--- src/rtl/rr_arbiter_8_if.sv ---
// rr_arbiter_8_if: request/grant bundle between requesters and the
// eight-way round-robin arbiter.
//   req      8  request lines, bit k = requester k
//   done     1  release strobe from the current grant holder
//   gnt_idx  3  granted requester index (decoder select)
//   gnt_en   1  grant valid (decoder enable)
//   tmo      1  one-cycle pulse after a hold-limit forced release
// master: requester side; slave: arbiter side.
interface rr_arbiter_8_if;
  logic [7:0] req;
  logic       done;
  logic [2:0] gnt_idx;
  logic       gnt_en;
  logic       tmo;

  modport master (
    output req,
    output done,
    input  gnt_idx,
    input  gnt_en,
    input  tmo
  );

  modport slave (
    input  req,
    input  done,
    output gnt_idx,
    output gnt_en,
    output tmo
  );
endinterface

--- src/rtl/rr_arbiter_8.sv ---
// rr_arbiter_8: eight-way round-robin arbiter feeding a 3-to-8 decoder.
// A grant is held until the holder strobes done, drops its request, or
// has been granted for HOLD_MAX consecutive cycles. Priority then rotates
// to the requester after the last winner. Every release passes through
// one IDLE cycle, so gnt_en always drops between grants.
// Ports:
//   clk    1  system clock, rising edge
//   rst_n  1  synchronous active-low reset
//   bus       rr_arbiter_8_if.slave (req, done in; gnt_idx, gnt_en, tmo out)
// Parameter:
//   HOLD_MAX  maximum consecutive grant cycles, 1..255
module rr_arbiter_8 #(
  parameter int HOLD_MAX = 15
) (
  input  logic                 clk,
  input  logic                 rst_n,
  rr_arbiter_8_if.slave        bus
);

  typedef enum logic [0:0] {
    IDLE  = 1'b0,
    GRANT = 1'b1
  } state_t;

  // Counter value reached in the final permitted grant cycle.
  localparam logic [7:0] HOLD_LAST = 8'(HOLD_MAX - 1);

  state_t     state_r;
  logic [2:0] ptr_r;
  logic [7:0] hcnt_r;
  logic [2:0] gnt_idx_r;
  logic       gnt_en_r;
  logic       tmo_r;

  logic       req_any_s;
  logic [2:0] pick_s;
  logic       rel_done_s;
  logic       rel_drop_s;
  logic       rel_hold_s;
  logic       rel_s;

  // First set request bit scanning from p upward, modulo 8. Scanning the
  // offsets from high to low lets the lowest offset overwrite the result.
  function automatic logic [2:0] rr_pick(input logic [7:0] r, input logic [2:0] p);
    logic [2:0] sel;
    logic [2:0] k;
    sel = p;
    for (int i = 7; i >= 0; i--) begin
      k = p + 3'(i);
      if (r[k]) begin
        sel = k;
      end else begin
        sel = sel;
      end
    end
    return sel;
  endfunction

  // Winner selection and release-cause decode.
  always_comb begin
    req_any_s  = 1'b0;
    pick_s     = 3'd0;
    rel_done_s = 1'b0;
    rel_drop_s = 1'b0;
    rel_hold_s = 1'b0;
    rel_s      = 1'b0;

    req_any_s  = |bus.req;
    pick_s     = rr_pick(bus.req, ptr_r);
    rel_done_s = bus.done;
    rel_drop_s = ~bus.req[gnt_idx_r];
    rel_hold_s = (hcnt_r == HOLD_LAST);
    rel_s      = rel_done_s | rel_drop_s | rel_hold_s;
  end

  // Arbiter state machine with registered grant outputs.
  always_ff @(posedge clk) begin
    if (!rst_n) begin
      state_r   <= IDLE;
      ptr_r     <= 3'd0;
      hcnt_r    <= 8'd0;
      gnt_idx_r <= 3'd0;
      gnt_en_r  <= 1'b0;
      tmo_r     <= 1'b0;
    end else begin
      // tmo is a pulse: cleared unless set below.
      tmo_r <= 1'b0;
      case (state_r)
        IDLE: begin
          if (req_any_s) begin
            gnt_idx_r <= pick_s;
            gnt_en_r  <= 1'b1;
            hcnt_r    <= 8'd0;
            state_r   <= GRANT;
          end else begin
            state_r   <= IDLE;
          end
        end
        GRANT: begin
          if (rel_s) begin
            gnt_en_r <= 1'b0;
            state_r  <= IDLE;
            ptr_r    <= gnt_idx_r + 3'd1;
            // Flag only releases caused purely by the hold limit.
            tmo_r    <= rel_hold_s & ~rel_done_s & ~rel_drop_s;
          end else begin
            hcnt_r   <= hcnt_r + 8'd1;
          end
        end
        default: begin
          state_r  <= IDLE;
          gnt_en_r <= 1'b0;
        end
      endcase
    end
  end

  assign bus.gnt_idx = gnt_idx_r;
  assign bus.gnt_en  = gnt_en_r;
  assign bus.tmo     = tmo_r;

endmodule

--- src/flat_wrapper.sv ---
// flat-port wrapper written by rule: the top's interface ports become plain ports
module rr_arbiter_8_flat 
#(
  parameter int HOLD_MAX = 15
)
  (clk, rst_n, bus_req, bus_done, bus_gnt_idx, bus_gnt_en, bus_tmo);
  rr_arbiter_8_if bus_i ();
  input  logic clk;
  input  logic rst_n;
  input wire logic [$bits(bus_i.req)-1:0] bus_req;
  input wire logic [$bits(bus_i.done)-1:0] bus_done;
  output wire logic [$bits(bus_i.gnt_idx)-1:0] bus_gnt_idx;
  output wire logic [$bits(bus_i.gnt_en)-1:0] bus_gnt_en;
  output wire logic [$bits(bus_i.tmo)-1:0] bus_tmo;
  assign bus_i.req = bus_req;
  assign bus_i.done = bus_done;
  assign bus_gnt_idx = bus_i.gnt_idx;
  assign bus_gnt_en = bus_i.gnt_en;
  assign bus_tmo = bus_i.tmo;
  rr_arbiter_8 #(.HOLD_MAX(HOLD_MAX)) u_core (.clk(clk), .rst_n(rst_n), .bus(bus_i));
endmodule
--- config.mk ---
export PLATFORM = sky130hd
export DESIGN_NAME = rr_arbiter_8_flat
export DESIGN_NICKNAME = d
export VERILOG_FILES = /design/src/rtl/rr_arbiter_8_if.sv /design/src/rtl/rr_arbiter_8.sv /design/src/flat_wrapper.sv
export SDC_FILE = /design/constraint.sdc
export NUM_CORES = 1
export LEC_CHECK = 0
export ABC_AREA = 1
export BUFFER_PORTS_ARGS = -buffer_cell sky130_fd_sc_hd__buf_2
export CORE_MARGIN = 10
export CORE_UTILIZATION = 59
export CTS_CLUSTER_SIZE = 25
export DETAILED_ROUTE_END_ITERATION = 16
export PLACE_DENSITY_LB_ADDON = 0.2
export SLEW_MARGIN = 0
export SYNTH_ARGS = -nofsm -noshare
export SYNTH_HDL_FRONTEND = slang
export SYNTH_SLANG_ARGS = --single-unit
--- constraint.sdc ---
create_clock -name clk -period 2.8 [get_ports clk]
set_input_delay 0 -clock clk [delete_from_list [all_inputs] [get_ports clk]]
set_output_delay 0 -clock clk [all_outputs]
set_load 0.01 [all_outputs]
==> results.toml, run 1 <==
[logic_synthesis]
synth.distinct_cells = 37
yosysTopAreaCell = "dfxtp_1"
synthCells = 238
synth_fa_ha_area_share_pct = 3.99
synthXorXnorAreaFrac_pct = 3.83
synthSimpleGateAreaFrac_pct = 43.6
synthTopCellsByArea = "dfxtp_1, nand2_1, nand3_2"
syn_area_um2 = 1570
ys_ff_latch = 17
synthArstFlopShare_pct = 0
synth_common_cells = "nand2_1, nand3_1, inv_1, a21oi_1, dfxtp_1"
synth_top_family_by_area = "simple AND/OR/NAND/NOR gates"
yosysWarnings = 0
synthFlopType = "dfxtp_1"
muxShareOfSynthArea_pct = 0
synth_edf_count = 0
synth.most_common_cell = "nand2_1"
synth_compound_gate_area_share_pct = 15.0
syn_avg_cell_area_um2 = 6.59
yosysTopAreaCellShare_pct = 21.7
syn_nets = 254
synth-seq-area-share_pct = 21.7

[drt]
drtAntennaViolNets = 0
drc = 0
drtIter0Drc = 120
wl_per_cell_um = 13.3
vias = 1587
routed_wl_mm = 3.79
post_drt_via_cell_ratio = 5.59
drt-pass1-iter-count = 4

[worst_setup_path]
path_common_cell = "nand2_1"
cp_num_buf_inv = 2
worst_ep_required_time_ns = 3.04
slowest_stage = "dfxtp_1"
crit_path_end_kind = "flop"
worstSetupStartpointType = "flop"
timing.rr.end = "u_core.bus.gnt_idx[1]"
crit-reg2reg-launch = "u_core.ptr_r[0]"
path_cells = "inv_4 > ha_1 > inv_2 > nand3_1 > nand3_2 > nand2_1 > nand2_1 > nand3_1 > nand2_1 > nand2_1 > nand2_1 > nand2_1 > nand2_1 > nand2_1 > nand2_1 > a21oi_2"
critPathMaxStageDelay_ns = 0.57
critPathMaxFanout = 11
worst_r2r_path_depth = 16
crit_type = "reg -> reg"
rrSetupSlack_ns = 0.46
worst_ep_arrival_time_ns = 2.58
path_delay_family = "simple AND/OR/NAND/NOR gates"

[clock_network]
cts_root_buf = "clkbuf_4"
cts_buffers = 3
cts_max_level = 1
clock_path_buffers = 2
cts_resized = 0
insertion_delay_ns = 0.30
cts_sinks = 17
cts_tree = "done"
cts_post_setup_buffers_inserted = 0
holdBufCountCts = 1
clk_pin_slew_ns = 0.10

[layout]
seq_area_um2 = 340
antenna_cells = 0
layout-drive-gt1-share_pct = 23.6
syn_to_final_growth_pct = 7.10
nFillCells = 239
layout.nets = 271
multiInputGateArea_um2 = 1040

[global_route]
grt_first_pass_wirelength_mm = 6.31
track_usage_pct = 14.4
grt.overflow.total = 0
grt_start_max_net_pins = 12
antenna_found_initial = 0
grt_pass1_vias = 1416

[sta]
setup-violations-final = 0
max_freq_ghz = 0.427
rsz0062_at_grt = "false"
maxSlewHeadroom_pct = 66.6
tns_ns = 0
finClkSkew_ns = 0.00214
worst_pin_slew_ns = 0.496
min_period_ns = 2.34
final_max_slew_viol_count = 0
final_hold_viol_count = 0
min_period_over_period_pct = 83.5

[hold_path]
min_from = "rst_n"
hold_path_class = "in -> reg"
hold_end = "u_core.bus.gnt_idx[2]"
hold_depth = 3

[job]
maxCapViolations = 0

[placed_design]
dp.final_hpwl_mm = 3.09
gp_congestion = 0.958
port_buffers = 15

[power_and_ir_drop]
p_per_area_nw_per_um2 = 639
power_w = 0.00107
peakVddDrop_uv = 506
leakagePower_nw = 0.790

[die]
io_pins = 16
die_h_um = 71.6
design.die.area_um2 = 5120
start_util_pct = 62.8
die_x_um = 71.6
row_count = 18
coreArea_um2 = 2500

[status]
outcome = "finished, final reports clean"
registers in the layout, indices dropped and copies added, names as in the netlist:
name,cells
u_core.ptr_r,3
u_core.hcnt_r,8
u_core.bus.gnt_idx,3
u_core.state_r,1
u_core.bus.gnt_en,1
u_core.bus.tmo,1
layout by cell type (no fill, tap or decap), types with 2 or more instances in the layout:
master	synthesis	routed
a21oi_1	18	18
a21oi_2	2	2
a31oi_1	2	2
buf_2	1	15
clkbuf_4	0	3
dfxtp_1	17	17
ha_1	5	5
inv_1	28	28
inv_2	5	5
inv_4	2	2
nand2_1	55	55
nand2_2	10	10
nand3_1	29	29
nand3_2	15	15
nand3b_1	2	2
nor2_1	9	9
nor3_1	2	2
nor4_1	2	2
o21ai_0	11	11
xnor2_1	2	2
xor2_1	3	3
per-stage QoR:
step | area, um^2 | setup WS, ns | cells | util (%) | hold slack [ns]
finish | 1680 | 0.461 | 284 | 67.2 | 0.0373
global route | 1680 | 0.238 | 284 | 67.2 | 0.0565
CTS | 1680 | 0.475 | 284 | 67.2 | 0.0303
detailed placement | 1640 | 0.506 | 279 | 65.7 | 0.319
global placement | 1640 | 0.575 | 279 | 65.7 | 0.324
floorplan | 1570 | 0.762 | 238 | - | 0.204
power by group:
part           switching (W)  total, W  internal (W)
sequential         0.0000434  0.000309      0.000266
clock              0.0000834  0.000137     0.0000533
combinational       0.000402  0.000629      0.000227
total               0.000529   0.00107      0.000546
worst max path at each step:
stage / from / end / slack [ns] / cells past startpoint
floorplan: u_core.ptr_r[0] / u_core.bus.gnt_idx[0] / 0.76 / 19
global placement: u_core.ptr_r[0] / u_core.bus.gnt_idx[1] / 0.57 / 16
detailed placement: u_core.ptr_r[0] / u_core.bus.gnt_idx[0] / 0.51 / 17
CTS: u_core.ptr_r[0] / u_core.bus.gnt_idx[1] / 0.47 / 16
global route: u_core.ptr_r[0] / u_core.bus.gnt_idx[1] / 0.24 / 16
finish: u_core.ptr_r[0] / u_core.bus.gnt_idx[1] / 0.46 / 16
routing by layer:
metal  share of wire (%)  GRT usage [%]
met2                  45           22.3
met3                 6.0           2.75
met4                0.90           3.23
met5                   0              0
met1                  49           20.0
worst min-delay path: cells and delay by family:
kind,cells,cell delay (ns)
AOI/OAI and AO/OA,2,0.14
buffers and inverters,1,0.17
area by class of cell:
type / count / area share (%)
clock buffer: 3 / 1.34
timing repair buffer: 17 / 5.51
sequential: 17 / 20.3
tap: 30 / 2.23
clock inverter: 1 / 0.298
multi-input combinational: 180 / 62.0
inverter: 36 / 8.34
cells by family after synthesis:
family,count (synthesis)
AND/OR/NAND/NOR,129
buffers and inverters,41
AO/OA/AOI/OAI,40
flip-flops,17
XOR/XNOR,6
adder cells (fa/ha/maj),5
No activity file was read; power rests on OpenSTA's default activity.
==> inputs of run 2 (changes only) <==
ABC_AREA = 0   (was 1)
CORE_UTILIZATION = 60   (was 59)
clock period = 2.3 ns   (was 2.8 ns; I/O delays follow)
==> results.toml, run 2 <==
[global_route]
grt.overflow.total = 0
grt_first_pass_wirelength_mm = 7.95
grt_pass1_vias = 1669
track_usage_pct = 17.7
antenna_found_initial = 0
grt_start_max_net_pins = 20

[layout]
syn_to_final_growth_pct = 11.3
layout-drive-gt1-share_pct = 28.4
layout.nets = 235
largest_register_ffs = 8
antenna_cells = 0
layout.cells.non_filler = 251
regMostFlops = "u_core.hcnt_r"
final_cell_mix = "nor2_1, nand2_1, buf_2, dfxtp_1, mux4_2"

[clock_network]
cts_tree = "done"
insertion_delay_ns = 0.28
cts_buffers = 3
cts_max_level = 1
clock_path_buffers = 2
clk_pin_slew_ns = 0.10
cts_sinks = 17
cts_root_buf = "clkbuf_4"
holdBufCountCts = 0

[logic_synthesis]
synthFlopType = "dfxtp_1"
synthArstFlopShare_pct = 0
synth-seq-area-share_pct = 18.4
muxShareOfSynthArea_pct = 31.0
synth.distinct_cells = 50
synthXorXnorAreaFrac_pct = 3.80
synthCells = 205
yosysWarnings = 0
synth_compound_gate_area_share_pct = 16.7
synth_edf_count = 0
synthSimpleGateAreaFrac_pct = 19.7
synth_fa_ha_area_share_pct = 3.39
ys_ff_latch = 17
syn_area_um2 = 1850
syn_nets = 221
yosysTopAreaCellShare_pct = 18.4
synth_common_cells = "dfxtp_1, nand2_1, nor2_1, mux4_2, mux2i_1"
synthTopCellsByArea = "dfxtp_1, mux4_2, mux2i_1"
synth_top_family_by_area = "multiplexers"
syn_avg_cell_area_um2 = 9.00
yosysTopAreaCell = "dfxtp_1"

[power_and_ir_drop]
combPwrFrac_pct = 64.7
p_sw_share_pct = 42.4
leakagePower_nw = 0.794
switchingPower_w = 0.000643
peakVddDrop_uv = 355
p_clk_share_pct = 10.7
p_per_area_nw_per_um2 = 737
p_int_w = 0.000872
p_seq_share_pct = 24.6
power_w = 0.00151

[drt]
drc = 0
routed_wl_mm = 5.06
wl_per_cell_um = 20.2
post_drt_via_cell_ratio = 7.04
vias = 1767
drtIter0Drc = 152
drt-pass1-iter-count = 6
drtAntennaViolNets = 0

[placed_design]
dp.final_hpwl_mm = 3.65
dp_cells = 245
port_buffers = 15
gp_congestion = 0.965

[die]
io_pins = 16
die_x_um = 75.5
coreArea_um2 = 3000
row_count = 20
die_h_um = 75.5
start_util_pct = 61.5
design.die.area_um2 = 5690

[worst_setup_path]
worst_ep_arrival_time_ns = 2.42
worstSetupStartpointType = "flop"
critPathMaxFanout = 18
crit_type = "reg -> reg"
worst_ep_required_time_ns = 2.46
crit_path_end_kind = "flop"

[sta]
final_max_slew_viol_count = 0
max_freq_ghz = 0.444
final_hold_viol_count = 0
finClkSkew_ns = 0.00272
worst_pin_slew_ns = 0.513
min_period_over_period_pct = 98.0
setup-violations-final = 0
maxSlewHeadroom_pct = 65.5
min_period_ns = 2.25
rsz0062_at_grt = "false"

[hold_path]
hold_path_class = "in -> reg"

[status]
outcome = "finished, final reports clean"

[job]
maxCapViolations = 0
run 2: cell types whose count changed after synthesis, sizes merged, moves of 10 or more:
| cell | previous run | this run |
|---|---|---|
| mux2i | 0 | 12 |
| nand2 | 66 | 17 |
| a21oi | 20 | 8 |
| clkbuf | 0 | 10 |
| nand3 | 44 | 8 |
| mux4 | 0 | 17 |
| inv | 35 | 8 |
run 2: power groups by stage:
stage | Combinational [W] | Sequential (W) | Clock, W
2_1_floorplan | 0.000689 | 0.000368 | 0
3_3_place_gp | 0.000852 | 0.000373 | 0
3_5_place_dp | 0.000881 | 0.000376 | 0
4_1_cts | 0.000903 | 0.000369 | 0.000162
5_1_grt | 0.00105 | 0.000376 | 0.000177
6_report | 0.000980 | 0.000372 | 0.000162
run 2: layout make-up:
| cell class | instances | area, um^2 |
|---|---|---|
| multi-input cells | 161 | 1430 |
| flip-flops and latches | 17 | 343 |
| well taps | 33 | 41.3 |
| repair buffers | 28 | 180 |
| inverters | 8 | 30.0 |
| fillers | 249 | 948 |
| clock buffers | 4 | 26.3 |
run 2: per-stage QoR:
stage	TNS (ns)	setup slack [ns]	hold slack (ns)	instance area (um^2)	utilization [%]
5_1_grt	0	0.0166	0.0615	2050	68.4
3_5_place_dp	-0.0248	-0.0248	0.370	1950	65.0
3_3_place_gp	0	0.0921	0.354	1950	65.0
2_1_floorplan	0	0.0394	0.169	1860	-
6_report	0	0.0459	0.0653	2050	68.4
4_1_cts	0	0.0310	0.0642	1990	66.4
run 2: critical path, cell delays in order, from the launching register on:
cell and delay (ns):
dfxtp_2 0.36, buf_6 0.21, mux4_2 0.57, mux2i_1 0.30, nor3b_1 0.10, a2111oi_0 0.41, o22ai_1 0.16
run 2: cell families (layout without fill, tap and decap cells):
| logic type | after synthesis | after routing |
|---|---|---|
| adder cells (fa/ha/maj) | 5 | 5 |
| AO/OA/AOI/OAI | 45 | 45 |
| flip-flops | 17 | 17 |
| buffers and inverters | 27 | 40 |
| XOR/XNOR | 8 | 8 |
| multiplexers | 33 | 33 |
| AND/OR/NAND/NOR | 70 | 70 |
run 2: what timing repair did:
| item | 4_1_cts | 5_1_grt |
|---|---|---|
| pin swaps | 0 | 3 |
| setup buffers | 0 | 2 |
| resized for setup | 3 | 10 |
| cloned | 0 | 0 |
| endpoints found under the setup margin | 1 | 2 |
run 2: per-layer routing:
| metal | global-route usage [%] | up-vias | wire [um] |
|---|---|---|---|
| li1 | - | 808 | - |
| met1 | 20.8 | 864 | 2080 |
| met2 | 31.7 | 76 | 2520 |
| met3 | 3.52 | 19 | 324 |
| met4 | 4.74 | 0 | 133 |
| met5 | 0 | - | 0 |
run 2: path summary, 6_finish.rpt:
path,from,endpoint,slack [ns],cells past startpoint
setup / recovery,u_core.ptr_r[0],u_core.bus.gnt_idx[1],0.05,6
hold / removal,bus_done,u_core.bus.tmo,0.07,3
setup reg to reg,u_core.ptr_r[0],u_core.bus.gnt_idx[1],0.05,6
hold reg to reg,u_core.hcnt_r[7],u_core.hcnt_r[7],0.52,2
==> inputs of run 3 (changes only) <==
CORE_UTILIZATION = 35   (was 60)
==> results.toml, run 3 (synthesis gave the netlist of run 2 again) <==
[global_route]
track_usage_pct = 12.1
antenna_found_initial = 0
use_met2_pct = 19.4
grt_start_max_net_pins = 15
grt_pass1_vias = 1752
grt.overflow.total = 0
busiest_layer = "met2"
use_met3_pct = 2.66
grt_first_pass_wirelength_mm = 8.81
grtUsageMet1_pct = 16.5

[sta]
final_max_slew_viol_count = 0
min_period_over_period_pct = 96.1
worst_pin_slew_ns = 0.488
min_period_ns = 2.21
maxSlewHeadroom_pct = 67.4
final_hold_viol_count = 0
tns_ns = 0
setup_ws_ns = 0.0906
setup-violations-final = 0
rsz0062_at_grt = "true"
max_freq_ghz = 0.453
finClkSkew_ns = 0.00110

[layout]
final_cell_mix = "buf_4, nand2_1, nor2_1"
syn_to_final_growth_pct = 20.9
largest_register_ffs = 8
regMostFlops = "u_core.hcnt_r"
layout-drive-gt1-share_pct = 35.2
final_common_cell = "buf_4"
stdcell_area_um2 = 2230
layout.nets = 250
antenna_cells = 0

[worst_setup_path]
crit_type = "reg -> reg"
worstSetupStartpointType = "flop"
critPathMaxStageDelay_ns = 0.38
worst_ep_arrival_time_ns = 2.35
crit-reg2reg-launch = "u_core.ptr_r[1]"
critPathMaxFanout = 7
crit_path_end_kind = "flop"
slowest_stage = "mux4_2"
cp_num_buf_inv = 2
path_cells = "inv_1 > ha_4 > buf_4 > mux4_2 > mux2i_2 > o2111ai_1 > a21o_1 > a22oi_2 > o22ai_1"
path_delay_family = "compound AO/OA/AOI/OAI gates"
crit_start = "u_core.ptr_r[1]"
worst_ep_required_time_ns = 2.44

[die]
coreArea_um2 = 5110
die_h_um = 92.6
io_pins = 16
design.die.area_um2 = 8580
row_count = 26
die_x_um = 92.6
start_util_pct = 36.1

[clock_network]
cts_tree = "done"
cts_sinks = 17
clk_pin_slew_ns = 0.07
holdBufCountCts = 0
cts_max_level = 1
insertion_delay_ns = 0.25
clock_path_buffers = 2
cts_buffers = 3
cts_root_buf = "clkbuf_8"

[drt]
drtIter0Drc = 109
drt-pass1-iter-count = 4
vias = 1726
post_drt_via_cell_ratio = 5.70
drc = 0
drtAntennaViolNets = 0
routed_wl_mm = 5.13
wl_per_cell_um = 16.9

[power_and_ir_drop]
peakVddDrop_uv = 316
p_per_area_nw_per_um2 = 760
power_w = 0.00170
leakagePower_nw = 0.875

[placed_design]
gp_congestion = 0.833
pre_cts_ws_ns = -0.106
post_dp_cell_area_um2 = 2100
port_buffers = 15
dp.final_hpwl_mm = 3.81

[job]
maxCapViolations = 0

[status]
outcome = "finished, final reports clean"

[hold_path]
min_from = "bus_done"
hold_path_class = "in -> reg"
-- run 3: changes by cell type in the layout (fill, tap and decap cells not counted), sizes merged --
cell    previous run  this run
buf               28        43
clkbuf             4         3
clkinv             0         1
-- run 3: worst paths after layout --
path                                               to  slack, ns  depth (start not counted)
worst min-delay path                   u_core.bus.tmo        0.1                          3
worst max register to register  u_core.bus.gnt_idx[1]       0.09                          9
worst min register to register      u_core.bus.gnt_en       0.50                          1
worst max-delay path            u_core.bus.gnt_idx[1]       0.09                          9
-- run 3: through the flow --
stage | instances | hold slack (ns) | utilization (%)
2_1_floorplan | 205 | 0.169 | -
4_1_cts | 302 | 0.0892 | 42.8
3_3_place_gp | 295 | 0.361 | 41.0
5_1_grt | 303 | 0.0928 | 43.7
6_report | 303 | 0.0954 | 43.7
3_5_place_dp | 295 | 0.363 | 41.0
-- run 3: final cells by class --
cell class              count  area, um^2
fillers                   501        2880
well taps                  70        87.6
clock inverters             1        5.00
inverters                   8        30.0
clock buffers               3        41.3
multi-input cells         161        1430
repair buffers             43         293
flip-flops and latches     17         343
-- run 3: power by group --
group	internal, W	total [W]	switching (W)	leakage (nW)
logic	0.000579	0.00109	0.000512	0.710
registers	0.000327	0.000377	0.0000509	0.139
clock network	0.000120	0.000228	0.000108	0.0255
-- run 3: per-layer routing --
metal  routed length, um  vias to the layer above
li1                    -                      837
met1                2530                      845
met4                  46                        0
met2                2330                       40
met3                 229                        4
met5                   0                        -
-- run 3: repair_timing --
| item | in CTS | in global routing |
|---|---|---|
| setup endpoints to repair | 3 | 3 |
| gates cloned | 0 | 0 |
| resized for setup | 4 | 13 |
| setup buffers | 3 | 1 |
| pin swaps | 0 | 3 |
-- run 3: worst register-to-register path: stages (launching register included) --
cell and delay [ns]:
dfxtp_2 0.33, inv_1 0.07, ha_4 0.34, buf_4 0.14, mux4_2 0.38, mux2i_2 0.21, o2111ai_1 0.14, a21o_1 0.21
a22oi_2 0.18, o22ai_1 0.09
